[src/rtl/edma_arb_pkg.sv]
// edma_pkg: shared definitions for the emesh DMA output arbiter.
//   - FSM state encoding for edma_arb (IDLE / SEND / STALL)
//   - standard emesh packet width derivation
//   - requester index constants
package edma_pkg;

    // Bit 0 is set in every state that holds a valid output packet, so the
    // arbiter's access_out comes straight off a state flop. SEND <-> STALL
    // changes only bit 1, so access_out never glitches on a stall.
    localparam logic [1:0] IDLE  = 2'b00;
    localparam logic [1:0] SEND  = 2'b01;
    localparam logic [1:0] STALL = 2'b11;

    // Requester slots: the DMA datapath has the lowest index, so it wins
    // the first arbitration after reset.
    localparam int REQ_DMA = 0;
    localparam int REQ_REG = 1;

    // Standard emesh packet: two address-wide fields plus 40 control/data bits.
    function automatic int pkt_width(input int aw);
        return 2 * aw + 40;
    endfunction

endpackage

[src/rtl/edma_arb_if.sv]
// edma_arb_if: requester/downstream bundle for the emesh DMA arbiter.
//   access_in  [N]     per-requester packet valid
//   packet_in  [N*PW]  requester i at bits [i*PW +: PW]
//   wait_out   [N]     per-requester stall back to the requesters
//   access_out         registered output valid
//   packet_out [PW]    registered output packet
//   wait_in            downstream stall
//   grant_out  [N]     one-hot owner of the packet in the output register
// Modports: slave = the arbiter, master = requesters plus downstream sink.
interface edma_arb_if
    import edma_pkg::*;
#(
    parameter int AW = 32,
    parameter int N  = 2
);
    localparam int PW = pkt_width(AW);

    logic [N-1:0]    access_in;
    logic [N*PW-1:0] packet_in;
    logic [N-1:0]    wait_out;
    logic            access_out;
    logic [PW-1:0]   packet_out;
    logic            wait_in;
    logic [N-1:0]    grant_out;

    modport slave (
        input  access_in, packet_in, wait_in,
        output wait_out, access_out, packet_out, grant_out
    );

    modport master (
        output access_in, packet_in, wait_in,
        input  wait_out, access_out, packet_out, grant_out
    );

endinterface

[src/rtl/oh_rrarb.sv]
// oh_rrarb: rotating-priority one-hot selector.
//   req   [N]     request vector
//   ptr   [PTRW]  index with highest priority this cycle (0..N-1)
//   grant [N]     one-hot winner, or zero when no request is set
// Priority runs upward from ptr, wrapping modulo N.
module oh_rrarb #(
    parameter int N    = 2,
    parameter int PTRW = $clog2(N)
) (
    input  logic [N-1:0]    req,
    input  logic [PTRW-1:0] ptr,
    output logic [N-1:0]    grant
);

    logic [N-1:0] req_rot;
    logic [N-1:0] first_rot;

    // Rotate right by ptr so the priority slot lands on bit 0; bit j of
    // req_rot is then req[(ptr + j) mod N].
    assign req_rot   = N'({req, req} >> ptr);

    // Isolate the lowest set bit: x & -x.
    assign first_rot = req_rot & (~req_rot + N'(1));

    // Rotate back left by ptr; the upper half of the doubled vector holds
    // the wrapped result.
    assign grant     = N'(({first_rot, first_rot} << ptr) >> N);

endmodule

[src/rtl/edma_arb.sv]
// edma_arb: N-way round-robin arbiter feeding one registered emesh output.
//   clk    sole clock, rising edge
//   reset  asynchronous, active-high
//   bus    edma_arb_if.slave: access_in/packet_in/wait_out towards the
//          requesters, access_out/packet_out/wait_in/grant_out downstream
// The output register reloads whenever it is empty or downstream accepts,
// so an unstalled stream moves at one packet per cycle with one cycle of
// latency. Packets pass through untouched.
module edma_arb
    import edma_pkg::*;
#(
    parameter int AW = 32,
    parameter int N  = 2
) (
    input  logic     clk,
    input  logic     reset,
    edma_arb_if.slave bus
);

    localparam int PW   = pkt_width(AW);
    localparam int PTRW = $clog2(N);

    logic [1:0]      state;
    logic [1:0]      state_nxt;
    logic [PTRW-1:0] ptr;
    logic [PTRW-1:0] ptr_nxt;
    logic            load;
    logic [N-1:0]    req_arb;
    logic [N-1:0]    grant;
    logic [PTRW-1:0] grant_idx;
    logic [PW-1:0]   grant_pkt;

    assign bus.access_out = state[0];

    // Output register is free when empty or being drained this cycle.
    assign load = ~bus.access_out | ~bus.wait_in;

    // Requests only reach the selector when the register can take a packet;
    // while reset is held nobody is granted, so every active requester waits.
    assign req_arb = bus.access_in & {N{load & ~reset}};

    oh_rrarb #(
        .N    (N),
        .PTRW (PTRW)
    ) u_rrarb (
        .req   (req_arb),
        .ptr   (ptr),
        .grant (grant)
    );

    assign bus.wait_out = bus.access_in & ~grant;

    // One-hot to index plus packet mux. grant is one-hot or zero, so an
    // OR of the selected lanes is an exact mux.
    // NOTE: every always_comb output gets a default first; a path that
    // leaves a variable unassigned would infer a latch.
    always_comb begin
        grant_idx = '0;
        grant_pkt = '0;
        for (int i = 0; i < N; i++) begin
            if (grant[i]) begin
                grant_idx = PTRW'(i);
                grant_pkt = grant_pkt | bus.packet_in[i*PW +: PW];
            end
        end
    end

    // Priority moves to the slot just after the winner.
    assign ptr_nxt = (grant_idx == PTRW'(N - 1)) ? '0 : grant_idx + PTRW'(1);

    always_comb begin
        state_nxt = state;
        case (state)
            IDLE: begin
                if (|grant) state_nxt = SEND;
            end
            SEND: begin
                if (bus.wait_in)  state_nxt = STALL;
                else if (~|grant) state_nxt = IDLE;
            end
            STALL: begin
                // The stalled packet drains the cycle wait_in drops, and a
                // fresh grant can refill the register in that same cycle.
                if (~bus.wait_in) state_nxt = (|grant) ? SEND : IDLE;
            end
            default: state_nxt = IDLE;
        endcase
    end

    // NOTE: state registers use non-blocking assignment so every flop
    // samples pre-edge values regardless of statement order.
    always_ff @(posedge clk or posedge reset) begin
        if (reset) begin
            state          <= IDLE;
            ptr            <= PTRW'(REQ_DMA);
            bus.grant_out  <= '0;
            bus.packet_out <= '0;
        end else begin
            state <= state_nxt;
            if (load) begin
                bus.grant_out <= grant;
                if (|grant) begin
                    bus.packet_out <= grant_pkt;
                    ptr            <= ptr_nxt;
                end
            end
        end
    end

endmodule

[src/flat_wrapper.sv]
// flat-port wrapper written by rule: the top's interface ports become plain ports
module edma_arb_flat import edma_pkg::*;
#(
    parameter int AW = 32,
    parameter int N  = 2
)
  (clk, reset, bus_access_in, bus_packet_in, bus_wait_in, bus_wait_out, bus_access_out, bus_packet_out, bus_grant_out);
  edma_arb_if #(.AW(AW), .N(N)) bus_i ();
  input  logic clk;
  input  logic reset;
  input wire logic [$bits(bus_i.access_in)-1:0] bus_access_in;
  input wire logic [$bits(bus_i.packet_in)-1:0] bus_packet_in;
  input wire logic [$bits(bus_i.wait_in)-1:0] bus_wait_in;
  output wire logic [$bits(bus_i.wait_out)-1:0] bus_wait_out;
  output wire logic [$bits(bus_i.access_out)-1:0] bus_access_out;
  output wire logic [$bits(bus_i.packet_out)-1:0] bus_packet_out;
  output wire logic [$bits(bus_i.grant_out)-1:0] bus_grant_out;
  assign bus_i.access_in = bus_access_in;
  assign bus_i.packet_in = bus_packet_in;
  assign bus_i.wait_in = bus_wait_in;
  assign bus_wait_out = bus_i.wait_out;
  assign bus_access_out = bus_i.access_out;
  assign bus_packet_out = bus_i.packet_out;
  assign bus_grant_out = bus_i.grant_out;
  edma_arb #(.AW(AW), .N(N)) u_core (.clk(clk), .reset(reset), .bus(bus_i));
endmodule
[config.mk]
export PLATFORM = sky130hd
export DESIGN_NAME = edma_arb_flat
export DESIGN_NICKNAME = d
export VERILOG_FILES = /design/src/rtl/edma_arb_pkg.sv /design/src/rtl/edma_arb_if.sv /design/src/rtl/oh_rrarb.sv /design/src/rtl/edma_arb.sv /design/src/flat_wrapper.sv
export SDC_FILE = /design/constraint.sdc
export NUM_CORES = 1
export LEC_CHECK = 0
export ABC_AREA = 1
export ABC_CLOCK_PERIOD_IN_PS = 4800
export CORE_ASPECT_RATIO = 0.9
export CORE_MARGIN = 2
export CORE_UTILIZATION = 39
export CTS_CLUSTER_SIZE = 12
export DETAILED_ROUTE_END_ITERATION = 8
export GPL_TIMING_DRIVEN = 0
export PLACE_DENSITY = 0.81
export SLEW_MARGIN = 20
export SYNTH_ARGS = -nofsm -noshare
export SYNTH_HDL_FRONTEND = slang
export SYNTH_SLANG_ARGS = --single-unit
[constraint.sdc]
create_clock -name clk -period 4.8 [get_ports clk]
set_input_delay 0.48 -clock clk [delete_from_list [all_inputs] [get_ports clk]]
set_output_delay 0.48 -clock clk [all_outputs]
set_load 0.01 [all_outputs]
==> flow_summary.yaml <==
synthesis:
  synth_seq_cells: 109
  yosys-top-cells-count: "sky130_fd_sc_hd__nand2_1, sky130_fd_sc_hd__nand3_1, sky130_fd_sc_hd__inv_1"
  seq_area_frac_synth_pct: 47.72
  synthesis.area_per_instance_sq_um: 7.013
  yosys-top-cells-area: "sky130_fd_sc_hd__dfrtp_1, sky130_fd_sc_hd__nand2_1, sky130_fd_sc_hd__nand3_1, sky130_fd_sc_hd__inv_1, sky130_fd_sc_hd__buf_2"
  synth_cell_type_count: 15
  post-synth-top-area-fraction_pct: 47.72
  post-synth-top-count-cell: "sky130_fd_sc_hd__nand2_1"
  netlist_instances: 815
  syn-num-nets: 1028
  synth_enable_flop_cells: 0
  synth.yosys.warnings: 0
  dominantRegCellSynth: "sky130_fd_sc_hd__dfrtp_1"
  post_synth_instance_area_sq_mm: 0.005715
  synthDominantAreaCellType: "sky130_fd_sc_hd__dfrtp_1"
  ys_async_sr_fraction_pct: 100.0
drt:
  post-route-drc-count: 0
  firstDrtPassIters: 5
  viasPerCell: 4.740
  vias: 6375
  route.detailed.wl_per_inst_microns: 14.97
  routed_wl_microns: 20140
  detail-route-antenna-nets: 0
  dr.first_iter.drc_count: 328
timing:
  fin_worst_skew_ps: 4.555
  post-route-period-util_pct: 76.71
  grt_setup_unrepaired: "false"
  final.min_clock_period_ps: 3682
  max_slew_vio_count: 0
  setup_viol: 0
  max_slew.worst_pin.slew_ps: 562.4
  hold_violations: 0
  setup-tns-final_ps: 0
  worst_rel_slew_slack_pct: 62.51
  fmaxAchievable_ghz: 0.2716
setup_path:
  worst_ep_arrival_time_ps: 3200
  crit_required_ps: 4320
  worstSetupPathType: "in2out"
  highest_net_fanout_along_the_worst_path: 60
  cp-start-kind: "primary input"
  crit_path_end_kind: "primary output"
global_route:
  largest_net_degree_at_the_start_of_global_routing: 61
  overflow: 0
  first_global_vias: 6263
  antenna_found_initial: 0
  grt_first_pass_wirelength_microns: 32380
  grtUsageTotal_pct: 26.28
cts:
  root_buffer: "sky130_fd_sc_hd__clkbuf_16"
  clock_insertion_delay_worst_skew_ps: 350
  postCtsHoldBufs: 0
  cts.repair.resized: 0
  tritoncts: "done"
  cts-htree-levels: 3
  cts-buffers-inserted: 9
  clockBufferDepth: 2
  numClockSinks: 109
  cts_setup_buffers: 0
  clk_pin_slew_ps: 70
floorplanning:
  die_width_microns: 131.6
  effective_utilization_at_floorplan_pct: 40.37
  core-area_sq_mm: 0.01416
  design.die.area_sq_mm: 0.01564
  dieHeight_microns: 118.8
  count_of_pins_on_the_block_boundary: 322
  core.rowCount: 41
place:
  post_dp_cell_area_sq_mm: 0.009203
  dp_hpwl_microns: 15440
  count_of_buffers_from_port_buffering: 321
  globalplace.congestion: 0.8460
layout:
  fraction_of_layout_instances_using_a_drive_strength_above_1_pct: 4.340
  layout.nets: 1361
  design_area_sq_mm: 0.009502
  multi_input_comb_area_sq_mm: 0.002305
  antenna_diode_count: 0
  final.fill_count: 1244
  sequential_cell_area_sq_mm: 0.002728
  syn2layout_area_growth_pct: 66.24
pwr:
  power.density_cell_area_mw_per_mm2: 390.5
  ir_drop_mv: 0.1764
  p_leak_nw: 4.753
outcome:
  run_status: "finished, final reports clean"
hold_path:
  hold_path.class: "reg2reg"
flow_run:
  max-cap-violations: 0
[cell families after synthesis]
logic type | Yosys count | synth area share, %
AOI/OAI and AO/OA | 3 | 0.4596
and+or+nand+nor | 535 | 39.86
buffers and inverters | 168 | 11.95
DFF | 109 | 47.72
[worst paths after layout]
kind	startpoint	to	slack, ps	cells past startpoint
worst max-delay path	reset	bus_wait_out[0]	1120	9
worst min-delay path	u_core.bus.grant_out[0]	u_core.bus.grant_out[0]	490	2
worst max register to register	u_core.state[0]	u_core.bus.packet_out[30]	2990	8
worst min register to register	u_core.bus.grant_out[0]	u_core.bus.grant_out[0]	490	2
max in group asynchronous	reset	u_core.bus.packet_out[8]	3600	3
min in group asynchronous	reset	u_core.bus.packet_out[68]	550	2
[sequential cells by signal, summed over array words and instances, names as in the netlist]
signal,count
u_core.ptr,1
u_core.bus.grant_out,2
u_core.bus.packet_out,104
u_core.state,2
[metal layers]
metal	vias to the layer above	share of wire [%]	GRT usage [%]
met4	0	3.5	10.67
met2	251	48	45.45
met5	-	0	0
met3	42	9.4	9.110
met1	2904	39	29.77
li1	3178	-	-
[per-stage QoR]
stage               setup slack, ps  power, W  utilization [%]  cells  hold slack [ps]
global placement              -1835  0.002942            64.77   1329            463.1
floorplan                     428.2  0.002006                -    815            473.7
detailed placement             1064  0.002974            65.00   1330            473.4
finish                         1118  0.003710            67.11   1345            489.5
global route                  884.3  0.003935            67.11   1345            516.9
CTS                            1067  0.003748            67.11   1345            490.7
[worst max-delay path, stage by stage]
cell,delay (ps)
sky130_fd_sc_hd__clkdlybuf4s50_1,470
sky130_fd_sc_hd__inv_6,380
sky130_fd_sc_hd__buf_16,330
sky130_fd_sc_hd__nand2_1,180
sky130_fd_sc_hd__nor2_4,310
sky130_fd_sc_hd__buf_4,270
sky130_fd_sc_hd__buf_4,200
sky130_fd_sc_hd__nor2_1,50
sky130_fd_sc_hd__clkdlybuf4s50_1,470
[placed cells by master (no fill, tap or decap)]
cell type,count
sky130_fd_sc_hd__nand2_1,324
sky130_fd_sc_hd__clkdlybuf4s50_1,321
sky130_fd_sc_hd__nand3_1,208
sky130_fd_sc_hd__inv_1,109
sky130_fd_sc_hd__dfrtp_1,109
sky130_fd_sc_hd__clkbuf_1,26
sky130_fd_sc_hd__buf_2,21
sky130_fd_sc_hd__clkbuf_16,9
sky130_fd_sc_hd__buf_4,7
sky130_fd_sc_hd__inv_2,3
sky130_fd_sc_hd__inv_6,3
sky130_fd_sc_hd__buf_1,2
sky130_fd_sc_hd__a21oi_4,1
sky130_fd_sc_hd__nor2_4,1
sky130_fd_sc_hd__nand2_2,1
sky130_fd_sc_hd__nor2_1,1
sky130_fd_sc_hd__a21oi_1,1
sky130_fd_sc_hd__o21ai_1,1
sky130_fd_sc_hd__bufinv_16,1
sky130_fd_sc_hd__clkinv_4,1
sky130_fd_sc_hd__clkbuf_8,1
sky130_fd_sc_hd__buf_16,1
[layout make-up]
class	count	area share (%)
repair buffers	322	34.11
flip-flops and latches	109	28.71
well taps	193	2.541
multi-input cells	538	24.26
clock buffers	11	2.555
plain buffers	55	2.726
clock inverters	4	0.5926
inverters	113	4.517
[power by group]
part / total [W] / switching (W) / internal [W]
sequential: 0.00136 / 0.000157 / 0.00121
combinational: 0.00158 / 0.000727 / 0.000857
clock: 0.000762 / 0.000341 / 0.000421
total: 0.00371 / 0.00123 / 0.00248
No activity file was read; power rests on OpenSTA's default activity.
